## config.mk

```make
export PLATFORM = sky130hd
export DESIGN_NAME = lift_scan_ctrl
export DESIGN_NICKNAME = d
export VERILOG_FILES = /design/src/rtl/lift_scan_ctrl.sv
export SDC_FILE = /design/constraint.sdc
export NUM_CORES = 1
export LEC_CHECK = 0
export ABC_AREA = 1
export CORE_ASPECT_RATIO = 2
export CORE_MARGIN = 2
export CORE_UTILIZATION = 35
export CTS_CLUSTER_DIAMETER = 30
export DETAILED_ROUTE_END_ITERATION = 10
export PLACE_DENSITY = 0.54
export SLEW_MARGIN = 20
export SYNTH_ARGS = -nofsm -noshare
export SYNTH_HDL_FRONTEND = slang
export SYNTH_SLANG_ARGS = --single-unit
export TNS_END_PERCENT = 30
```

## constraint.sdc

```tcl
create_clock -name CLOCK_50 -period 2.6 [get_ports CLOCK_50]
set_input_delay 0.52 -clock CLOCK_50 [delete_from_list [all_inputs] [get_ports CLOCK_50]]
set_output_delay 0.52 -clock CLOCK_50 [all_outputs]
set_load 0.005 [all_outputs]
```

## src/rtl/lift_scan_ctrl.sv

```systemverilog
// lift_scan_ctrl: elevator car controller serving a bitmap of floor calls in
// SCAN order. Floor travel time and door dwell are timed internally in
// CLOCK_50 cycles. Drives current floor, direction and door status.
module lift_scan_ctrl #(
    parameter int unsigned N_FLOORS        = 9,
    parameter int unsigned FLOOR_W         = 4,
    parameter int unsigned TICKS_PER_FLOOR = 50_000_000,
    parameter int unsigned DOOR_TICKS      = 100_000_000
) (
    input  logic                CLOCK_50,
    input  logic                Reset,
    input  logic                req_valid,
    input  logic [FLOOR_W-1:0]  req_floor,
    output logic                req_err,
    output logic [FLOOR_W-1:0]  cur_floor,
    output logic [1:0]          dir,
    output logic                moving,
    output logic                door_open,
    output logic                arrive,
    output logic [N_FLOORS-1:0] pending
);

    localparam int unsigned        CNT_W       = 32;
    localparam logic [CNT_W-1:0]   TRAVEL_LAST = CNT_W'(TICKS_PER_FLOOR - 1);
    localparam logic [CNT_W-1:0]   DWELL_LAST  = CNT_W'(DOOR_TICKS - 1);
    localparam logic [FLOOR_W:0]   FLOOR_LIMIT = (FLOOR_W + 1)'(N_FLOORS);

    // The encoding doubles as the dir output for the LCD back-end.
    typedef enum logic [1:0] {
        IDLE      = 2'd0,
        MOVE_UP   = 2'd1,
        MOVE_DOWN = 2'd2,
        DOOR_OPEN = 2'd3
    } state_t;

    state_t              state, state_nxt;
    logic                last_up, last_up_nxt;
    logic [CNT_W-1:0]    travel_cnt, travel_cnt_nxt;
    logic [CNT_W-1:0]    dwell_cnt, dwell_cnt_nxt;
    logic [FLOOR_W-1:0]  cur_floor_nxt;
    logic                arrive_nxt;
    logic [N_FLOORS-1:0] pending_nxt;

    logic                req_in_range;
    logic                call_ok;
    logic                same_floor_door;
    logic [N_FLOORS-1:0] call_mask;
    logic [N_FLOORS-1:0] pend_merged;
    logic [N_FLOORS-1:0] clear_mask;

    logic [N_FLOORS-1:0] cur_mask;
    logic                cur_hit;
    logic                above;
    logic                below;

    logic [FLOOR_W-1:0]  new_floor;
    logic [N_FLOORS-1:0] new_mask;
    logic                new_hit;
    logic                ahead_up;
    logic                ahead_dn;

    // Call intake: range check and the one-hot bit an accepted call would set.
    always_comb begin
        req_in_range    = ({1'b0, req_floor} < FLOOR_LIMIT);
        call_ok         = req_valid && req_in_range;
        same_floor_door = call_ok && (state == DOOR_OPEN) && (req_floor == cur_floor);
        call_mask       = '0;
        for (int unsigned i = 0; i < N_FLOORS; i++) begin
            if (call_ok && !same_floor_door && (req_floor == FLOOR_W'(i)))
                call_mask[i] = 1'b1;
        end
        pend_merged = pending | call_mask;
    end

    // Registered call map relative to the current floor, used by IDLE.
    always_comb begin
        cur_mask = '0;
        above    = 1'b0;
        below    = 1'b0;
        for (int unsigned i = 0; i < N_FLOORS; i++) begin
            if (FLOOR_W'(i) == cur_floor) cur_mask[i] = 1'b1;
            if (FLOOR_W'(i) >  cur_floor) above = above | pending[i];
            if (FLOOR_W'(i) <  cur_floor) below = below | pending[i];
        end
        cur_hit = |(pending & cur_mask);
    end

    // Stop check against the floor about to be reached, including this cycle's call.
    always_comb begin
        new_floor = (state == MOVE_DOWN) ? (cur_floor - FLOOR_W'(1))
                                         : (cur_floor + FLOOR_W'(1));
        new_mask  = '0;
        ahead_up  = 1'b0;
        ahead_dn  = 1'b0;
        for (int unsigned i = 0; i < N_FLOORS; i++) begin
            if (FLOOR_W'(i) == new_floor) new_mask[i] = 1'b1;
            if (FLOOR_W'(i) >  new_floor) ahead_up = ahead_up | pend_merged[i];
            if (FLOOR_W'(i) <  new_floor) ahead_dn = ahead_dn | pend_merged[i];
        end
        new_hit = |(pend_merged & new_mask);
    end

    // Next-state, counters, floor update and call-map update.
    always_comb begin
        state_nxt      = state;
        last_up_nxt    = last_up;
        travel_cnt_nxt = travel_cnt;
        dwell_cnt_nxt  = dwell_cnt;
        cur_floor_nxt  = cur_floor;
        arrive_nxt     = 1'b0;
        clear_mask     = '0;

        case (state)
            IDLE: begin
                travel_cnt_nxt = '0;
                dwell_cnt_nxt  = '0;
                if (cur_hit) begin
                    clear_mask = cur_mask;
                    state_nxt  = DOOR_OPEN;
                end else if (above && (last_up || !below)) begin
                    state_nxt   = MOVE_UP;
                    last_up_nxt = 1'b1;
                end else if (below) begin
                    state_nxt   = MOVE_DOWN;
                    last_up_nxt = 1'b0;
                end
            end

            MOVE_UP, MOVE_DOWN: begin
                if (travel_cnt == TRAVEL_LAST) begin
                    travel_cnt_nxt = '0;
                    cur_floor_nxt  = new_floor;
                    arrive_nxt     = 1'b1;
                    if (new_hit) begin
                        clear_mask    = new_mask;
                        dwell_cnt_nxt = '0;
                        state_nxt     = DOOR_OPEN;
                    end else if ((state == MOVE_UP) ? ahead_up : ahead_dn) begin
                        state_nxt = state;
                    end else begin
                        state_nxt = IDLE;
                    end
                end else begin
                    travel_cnt_nxt = travel_cnt + CNT_W'(1);
                end
            end

            DOOR_OPEN: begin
                if (same_floor_door) begin
                    dwell_cnt_nxt = '0;
                end else if (dwell_cnt == DWELL_LAST) begin
                    dwell_cnt_nxt = '0;
                    state_nxt     = IDLE;
                end else begin
                    dwell_cnt_nxt = dwell_cnt + CNT_W'(1);
                end
            end

            default: state_nxt = IDLE;
        endcase

        // A floor being served at this edge wins over a new call for it.
        pending_nxt = pend_merged & ~clear_mask;
    end

    // State, counters and registered outputs.
    always_ff @(posedge CLOCK_50) begin
        if (Reset) begin
            state      <= IDLE;
            last_up    <= 1'b1;
            travel_cnt <= '0;
            dwell_cnt  <= '0;
            cur_floor  <= '0;
            pending    <= '0;
            arrive     <= 1'b0;
            req_err    <= 1'b0;
        end else begin
            state      <= state_nxt;
            last_up    <= last_up_nxt;
            travel_cnt <= travel_cnt_nxt;
            dwell_cnt  <= dwell_cnt_nxt;
            cur_floor  <= cur_floor_nxt;
            pending    <= pending_nxt;
            arrive     <= arrive_nxt;
            req_err    <= req_valid && !req_in_range;
        end
    end

    // Status decode from the state register.
    always_comb begin
        moving    = (state == MOVE_UP) || (state == MOVE_DOWN);
        door_open = (state == DOOR_OPEN);
        dir       = moving ? state : 2'd0;
    end

endmodule
```

======== Yosys cells after proc, flatten, opt, wreduce, memory -nomap -nowiden ========
Index checks and enable logic that the tools add are counted.
storage, ports and cells
  output and inout bits ................... 19
  word-level logic and storage cells ...... 247
  input port bits ......................... 7
  flip-flop bits (word level) ............. 82
operators by class
  multiplexer cells ....................... 89
  equality and inequality tests ........... 36
  add/subtract/negate cells ............... 4
  bitwise gates (word level) .............. 39
  order comparisons ....................... 37
  reductions and logical operators ........ 34
operators with widths
  operator                                                      number
  2-to-1 mux 32 bit                                             5
  case mux 32 bit (3 select lines)                              1
  2-to-1 mux 1 bit                                              67
  adder 32 x 1 -> 32 bit, second input constant                 2
  case mux 32 bit (2 select lines)                              1
  == test 3 x 4 -> 1 bit, first input constant                  8
  == test 32 x 26 -> 1 bit, second input constant               1
  == test 32 x 27 -> 1 bit, second input constant               1
  greater-than comparator 3 x 4 -> 1 bit, first input constant  8
  < comparator 3 x 4 -> 1 bit, first input constant             8
  bitwise OR 1 bit                                              32
  AND 9 bit                                                     3
  2-to-1 mux 9 bit                                              3
  2-to-1 mux 2 bit                                              9
  case mux 9 bit (2 select lines)                               1
  OR reduction 9 bit                                            2
  == test 2 x 4 -> 1 bit, first input constant                  4
  == test 4 x 3 -> 1 bit, second input constant                 4
  greater-than comparator 1 x 4 -> 1 bit, first input constant  4
  greater-than comparator 2 x 4 -> 1 bit, first input constant  4
  < comparator 1 x 4 -> 1 bit, first input constant             4
  < comparator 2 x 4 -> 1 bit, first input constant             4
  logical AND 1 bit                                             15
  logical NOT 4 bit                                             3
  other kinds (30)                                              45

======== Depth between registers and ports, before layout ========
Gate-level depths: netlist (run 1).
  depth after elaboration ................. 31
  gate-level depth with buffers ........... 20
  mapped depth without buffers ............ 20

======== Worst setup path before layout (run 1) ========
No wires, ideal clock.
  path kind ............................... flip-flop to flip-flop
  start point ............................. register cur_floor[0]
  end point ............................... register dwell_cnt[29]
  setup slack ............................. 251 ps
  setup time .............................. 126 ps
  path buffers ............................ 1
  clock period less this slack ............ 2349 ps
  stages on the path, launching flop included .. 17
  arrival time ............................ 2223 ps
  required time ........................... 2474 ps
  path through ............................ dfxtp_1 buf_6 inv_4 ha_1 or2_1 nand2_2 inv_2 nor2_1 nand2_1 nor2_2 inv_2 a21oi_2 nor2_2 nand4_4 nand2_4 o21ai_1 nor2_1
on the way
  longest elaborated chain between the ends .. 11
  elaborated cells between the ends (all ways) .. 50
  those cells by class .................... 2 x add/sub; 10 x eq/ne; 21 x mux; 2 x bitwise; 15 x reduce/logical
ends and longest elaborated chain
  what                                                                           RTL line  source
  from (decl)                                                                    15        output logic [FLOOR_W-1:0] cur_floor,
  from (signal assigned)                                                         182       cur_floor <= cur_floor_nxt;
  parallel branches: the longest is 11 deep, another holds adder 4 x 1 -> 4 bit  --
  to (signal assigned)                                                           181       dwell_cnt <= dwell_cnt_nxt;
  to (decl)                                                                      39        logic [CNT_W-1:0] dwell_cnt, dwell_cnt_nxt;
Several ways; the timed one is not identified.
A chain may end at the register's enable or synchronous reset.

======== Final worst setup path (run 1) ========
  start point ............................. register cur_floor[0]
  end point ............................... register state[1]
on the way
  longest elaborated chain between the ends .. 27
  elaborated cells between the ends (all ways) .. 183
  those cells by class .................... 2 x add/sub; 36 x order compare; 20 x eq/ne; 70 x mux; 35 x bitwise; 20 x reduce/logical
ends and longest elaborated chain
  what                                                                           RTL line  source
  parallel branches: the longest is 27 deep, another holds adder 4 x 1 -> 4 bit  --
  to (signal assigned)                                                           178       state <= state_nxt;
  to (decl)                                                                      36        state_t state, state_nxt;
Several ways; the timed one is not identified. The select of a mux whose other input is x is not followed.

==> flow_metrics.tcl, run 1 <==
set metrics [dict create \
    area_growth_pct 30.4 \
    core_region_area_mm2 0.0162 \
    synthAdderAreaFrac_pct 2.40 \
    diodes 0 \
    drt_iter0_drc 183 \
    grt-ovfl-total 0 \
    path_clk_slew_ns 0.06 \
    setup_ws_ns 0.154 \
    crit_type "reg -> reg" \
    cts.path.max_buffers 2 \
    fillers 1826 \
    power_density_mw_per_mm2 603 \
    numCtsBuffers 9 \
    critical_path_arrival_ns 2.68 \
    synthesis.area_mm2 0.00574 \
    fmax_mhz 409 \
    root_buffer "clkbuf_16" \
    synthTopCellsByArea "dfxtp_1 (29%), nand2_1 (12%), nor2_1 (6.9%), nor3_1 (6.4%), nand3_1 (6.3%)" \
    drive_above_1_share_pct 18.5 \
    min_path_type "reg -> reg" \
    antenna_left 0 \
    drv_cap 0 \
    cp-end-kind "flop" \
    synthSimpleGateAreaFrac_pct 42.9 \
    via_count 6632 \
    cp.required_ns 2.83 \
    synthMuxAreaShare_pct 0 \
    tightestPinTransition_ns 0.667 \
    timing.final.crit_period_ns 2.45 \
    ys_ff_latch 82 \
    hold_buffers 0 \
    dp.cells 1206 \
    synth-seq-area-share_pct 28.6 \
    crit_fanout 7 \
    post_drt_wl_per_cell_um 19.3 \
    fp.dieW_um 94.6 \
    die_h_um 185 \
    fin_cells 1227 \
    synthCells 903 \
    cts_tree "built" \
    crit_path_max_incr_delay_ns 0.36 \
    synth_edf_count 0 \
    yosys.area.top_type "dfxtp_1" \
    synth_async_sr_flop_share_pct 0 \
    rsz0062_at_grt "false" \
    power.leakage_uw 0.00284 \
    drc 0 \
    slew-limit-headroom_pct 55.3 \
    yosysWarnings 0 \
    die_area_mm2 0.0175 \
    antenna_found_initial 0 \
    synth_compound_area_share_pct 10.2 \
    avgViaCountPerCell 5.41 \
    setup_viol 0 \
    grt.total_usage_pct 27.5 \
    ys.flop_type "dfxtp_1" \
    ir_drop_uv 415 \
    status "complete, no violations" \
    port_buffers 25 \
    synthXorXnorAreaFrac_pct 6.39 \
    finalClockSkew_ns 0.00736 \
    nNetsFinal 1038 \
    pin_count 26 \
    grt_max_degree 36 \
    start_kind "flop" \
    grt_pass1_wl_um 35600 \
    regArea_mm2 0.00164 \
    multi_input_area_mm2 0.00372 \
    first_global_vias 6883 \
    gp_congestion 0.991 \
    synth_cell_types 45 \
    crit_chain "inv_4, buf_4, ha_1, inv_1, nor2_1, nand2_1, o221ai_1, nor2_1, nand2_1, buf_4, nor2_1, buf_4, nand3_1, nand2_1, nand3_1, nand2_1, nor2_1" \
    cpMaxStageDelayCell "dfxtp_2" \
    synth_top_area_share_pct 28.6 \
    initial_core_util_pct 35.5 \
    num_rows 66 \
    first_pass_iters 4 \
    syn_avg_cell_area_um2 6.36 \
    synth_nets 921 \
    setup_tns_ns 0 \
    cts.sinks 82 \
    post-route-period-util_pct 94.1 \
    synth_top_family_by_area "simple AND/OR/NAND/NOR gates" \
    clk_latency_ns 0.34 \
    preCtsSetupSlack_ns -0.258 \
    hold_viol 0 \
    drv_slew 0 \
    dp_hpwl_um 18800 \
    utilization_pct 46.3 \
    htree_levels 3 \
    holdWs_ns 0.480 \
    wl_um 23600 \
]
[where the power goes]
| part | switching, uW | internal [uW] | total (uW) |
|---|---|---|---|
| clock network | 539 | 861 | 1400 |
| logic | 1060 | 742 | 1800 |
| registers | 29.1 | 1290 | 1320 |
| total | 1630 | 2890 | 4520 |
[per-layer routing]
layer	part of all wire [%]	up-vias	track usage, %	routed length, um
met5	0	-	0	0
met4	11	0	24.9	2680
met3	2.0	116	4.15	480
met2	57	159	55.5	13400
met1	30	3109	20.8	7050
li1	-	3248	-	-
[cells by family (layout without fill, tap and decap cells)]
logic type | Yosys count | after routing
AND/OR/NAND/NOR | 532 | 534
buffers and inverters | 133 | 251
AO/OA/AOI/OAI | 104 | 104
flip-flops | 82 | 82
XOR/XNOR | 41 | 41
adder cells (fa/ha/maj) | 11 | 11
[worst max-delay path, delay by kind of cell (launching register included)]
kind / cells / cell delay, ns
AOI/OAI and AO/OA: 1 / 0.10
adders and majority gates: 1 / 0.22
buffers and inverters: 5 / 0.61
DFF: 1 / 0.36
and+or+nand+nor: 10 / 1.05
[through the flow]
| step | power (uW) | instance area (um^2) |
|---|---|---|
| floorplan | 2190 | 5740 |
| global placement | 2870 | 6910 |
| detailed placement | 2870 | 6910 |
| CTS | 4280 | 7230 |
| global route | 4740 | 7490 |
| finish | 4520 | 7490 |
[timing repair]
action / 4_1_cts / 5_1_grt
gates cloned: 0 / 4
pin swaps: 0 / 12
resized for setup: 2 / 40
setup buffers: 0 / 3
setup endpoints to repair: 2 / 41
[worst paths after layout]
path	start	endpoint	slack, ns	cells past startpoint
hold reg to reg	last_up$_SDFFE_PP1P_	last_up$_SDFFE_PP1P_	0.48	2
setup reg to reg	cur_floor[0]$_SDFFE_PP0P_	state[1]$_SDFFE_PP0P_	0.15	17
hold / removal	last_up$_SDFFE_PP1P_	last_up$_SDFFE_PP1P_	0.48	2
setup / recovery	cur_floor[0]$_SDFFE_PP0P_	state[1]$_SDFFE_PP0P_	0.15	17
[synthesized netlist by cell type, types with 5 or more instances]
cell / number
nand2_1: 191
nor2_1: 106
inv_1: 92
dfxtp_1: 82
nor3_1: 73
nand3_1: 72
a21oi_1: 65
nand4_1: 40
xor2_1: 26
nor4_1: 14
o21ai_0: 14
xnor2_1: 14
clkbuf_1: 11
ha_1: 11
nand2_2: 11
inv_2: 10
nor2_2: 9
buf_2: 8
a211oi_1: 5
[registers in the layout, summed over array words and instances, names as in the netlist]
name and flops:
travel_cnt 32, req_err 1, arrive 1, pending 9, cur_floor 4, dwell_cnt 32, state 2, last_up 1
[placed cells by master, fill, tap and decap left out, types with 26 or more instances in the layout]
| cell type | Yosys | layout |
|---|---|---|
| nand4_1 | 40 | 40 |
| nand3_1 | 72 | 70 |
| xor2_1 | 26 | 26 |
| a21oi_1 | 65 | 62 |
| dfxtp_1 | 82 | 80 |
| nor3_1 | 73 | 72 |
| buf_4 | 4 | 100 |
| nand2_1 | 191 | 188 |
| inv_1 | 92 | 90 |
| nor2_1 | 106 | 101 |
[final cells by class]
cell class	count	share of cell area, %
clock inverter	4	1.02
inverter	103	5.20
clock buffer	10	3.19
timing repair buffer	134	15.6
sequential	82	22.0
tap	204	3.41
multi-input combinational	690	49.7
Note: power is estimated with default switching activity, not from simulation.
==> inputs of run 2 (changes only) <==
- DONT_BUFFER_PORTS: not set -> 1
- PLACE_DENSITY: 0.54 -> 0.52
==> run 2 against run 1 <==
- routed wire length fell by 2.5%
- largest power group unchanged
- utilization down 4.7 points
- fmax rose by 0.46%
- critical path type unchanged
- worst hold slack worse by 0.24 ns
==> flow_metrics.tcl, run 2 (synthesized netlist as in run 1, its figures left out) <==
set metrics [dict create \
    drv_slew 0 \
    slew-limit-headroom_pct 54.0 \
    crit_path_max_incr_delay_ns 0.36 \
    power.leakage_uw 0.00246 \
    fp.dieW_um 94.6 \
    initial_core_util_pct 35.5 \
    status "complete, no violations" \
    grt_pass1_wl_um 34700 \
    drv_cap 0 \
    cp.required_ns 2.83 \
    die_area_mm2 0.0175 \
    cts_tree "built" \
    post_dp_cell_area_mm2 0.00634 \
    timing.final.crit_period_ns 2.43 \
    critical_path_arrival_ns 2.67 \
    setup_tns_ns 0 \
    antenna_found_initial 0 \
    via_count 6389 \
    nNetsFinal 964 \
    cts.path.max_buffers 2 \
    tightestPinTransition_ns 0.687 \
    avgViaCountPerCell 5.54 \
    path_clk_slew_ns 0.07 \
    cpMaxStageDelayCell "dfxtp_4" \
    drc 0 \
    core_region_area_mm2 0.0162 \
    hold_buffers 0 \
    grt_max_degree 39 \
    cp-end-kind "flop" \
    die_h_um 185 \
    dr.max_layer_used "met4" \
    routed-wl-met3_um 749 \
    num_rows 66 \
    drive_above_1_share_pct 14.2 \
    dr_wl_met2_um 13300 \
    preCtsSetupSlack_ns 0.0270 \
    start_kind "flop" \
    total_power_uw 4120 \
    final_cell_mix "nand2_1 (191), nor2_1 (102), inv_1 (92), dfxtp_1 (77)" \
    hold_viol 0 \
    ir_drop_uv 324 \
    wl_um 23100 \
    fin_area_mm2 0.00673 \
    cts.sinks 82 \
    met1_length_um 6630 \
    antenna_left 0 \
    rsz0062_at_grt "false" \
    min_path_type "in -> reg" \
    port_buffers 0 \
    finalClockSkew_ns 0.00895 \
    post-route-period-util_pct 93.6 \
    critPathTopFamily "simple AND/OR/NAND/NOR gates" \
    first_global_vias 6608 \
    drt_iter0_drc 265 \
    crit_chain "inv_1, ha_4, inv_2, nand2_1, nand2_1, nand2_1, nand2_1, inv_2, nand3_2, buf_4, o21ai_0, nand2_1, nor2_1, nand3_1, nand3_2, nand3_1, nand2_1, nor2_1" \
    fillers 1812 \
    rr_worst_depth 18 \
    diodes 0 \
    grt.total_usage_pct 27.0 \
    grt-ovfl-total 0 \
    fmax_mhz 411 \
    gp_congestion 0.956 \
    first_pass_iters 8 \
    layout_commonest_cell "nand2_1" \
    setup_viol 0 \
    numCtsBuffers 9 \
    clk_latency_ns 0.35 \
    dp_hpwl_um 18300 \
    critPathBufInv 4 \
    crit_type "reg -> reg" \
    whs_path_depth 1 \
    reg_top3 "dwell_cnt: 32 flops, travel_cnt: 32 flops, pending: 9 flops" \
    post_drt_wl_per_cell_um 20.0 \
    cp_common_cell "nand2_1" \
    crit_fanout 6 \
    power_density_mw_per_mm2 612 \
    pin_count 26 \
    setup_ws_ns 0.166 \
    root_buffer "clkbuf_16" \
    htree_levels 3 \
    area_growth_pct 17.2 \
    crit_cells 18 \
]
[run 2: what timing repair did]
| item | in CTS | in global routing |
|---|---|---|
| setup buffers | 0 | 1 |
| endpoints found under the setup margin | 0 | 40 |
| resized for setup | 0 | 21 |
[run 2: metal layers]
| metal | global-route usage, % | vias up |
|---|---|---|
| met5 | 0 | - |
| met4 | 24.0 | 0 |
| met3 | 4.35 | 130 |
| met2 | 55.1 | 198 |
| met1 | 19.9 | 2958 |
| li1 | - | 3103 |
[run 2: worst reg2reg max path: stages (launching register included)]
cell and delay (ns):
dfxtp_4 0.36, inv_1 0.12, ha_4 0.21, inv_2 0.05, nand2_1 0.07, nand2_1 0.05, nand2_1 0.05, nand2_1 0.11
inv_2 0.12, nand3_2 0.10, buf_4 0.18, o21ai_0 0.24, nand2_1 0.11, nor2_1 0.11, nand3_1 0.12, nand3_2 0.14
nand3_1 0.08, nand2_1 0.06, nor2_1 0.04
[run 2: report_power, final]
part	switching (uW)	internal, uW
clock network	558	836
logic	919	475
registers	41.2	1290
total	1520	2600
[run 2: final timing paths]
path / startpoint / end / slack (ns)
max: state[0]$_SDFFE_PP0P_ / state[1]$_SDFFE_PP0P_ / 0.17
min: Reset / dwell_cnt[5]$_SDFFE_PP0P_ / 0.24
max reg2reg: state[0]$_SDFFE_PP0P_ / state[1]$_SDFFE_PP0P_ / 0.17
min reg2reg: travel_cnt[1]$_SDFFE_PP0P_ / travel_cnt[1]$_SDFFE_PP0P_ / 0.48
[run 2: area by class of cell]
type | instances | area, um^2 | share of cell area, %
clock inverter | 5 | 80.1 | 1.19
inverter | 103 | 389 | 5.78
timing repair buffer | 62 | 507 | 7.53
sequential | 82 | 1650 | 24.5
multi-input combinational | 688 | 3620 | 53.8
clock buffer | 10 | 229 | 3.40
tap | 204 | 255 | 3.79
[run 2: per-stage QoR]
step,hold WS [ns],util [%],std cells
2_1_floorplan,0.444,-,903
3_3_place_gp,0.465,39.1,1138
3_5_place_dp,0.473,39.1,1138
4_1_cts,0.232,41.1,1153
5_1_grt,0.224,41.6,1154
6_report,0.243,41.6,1154
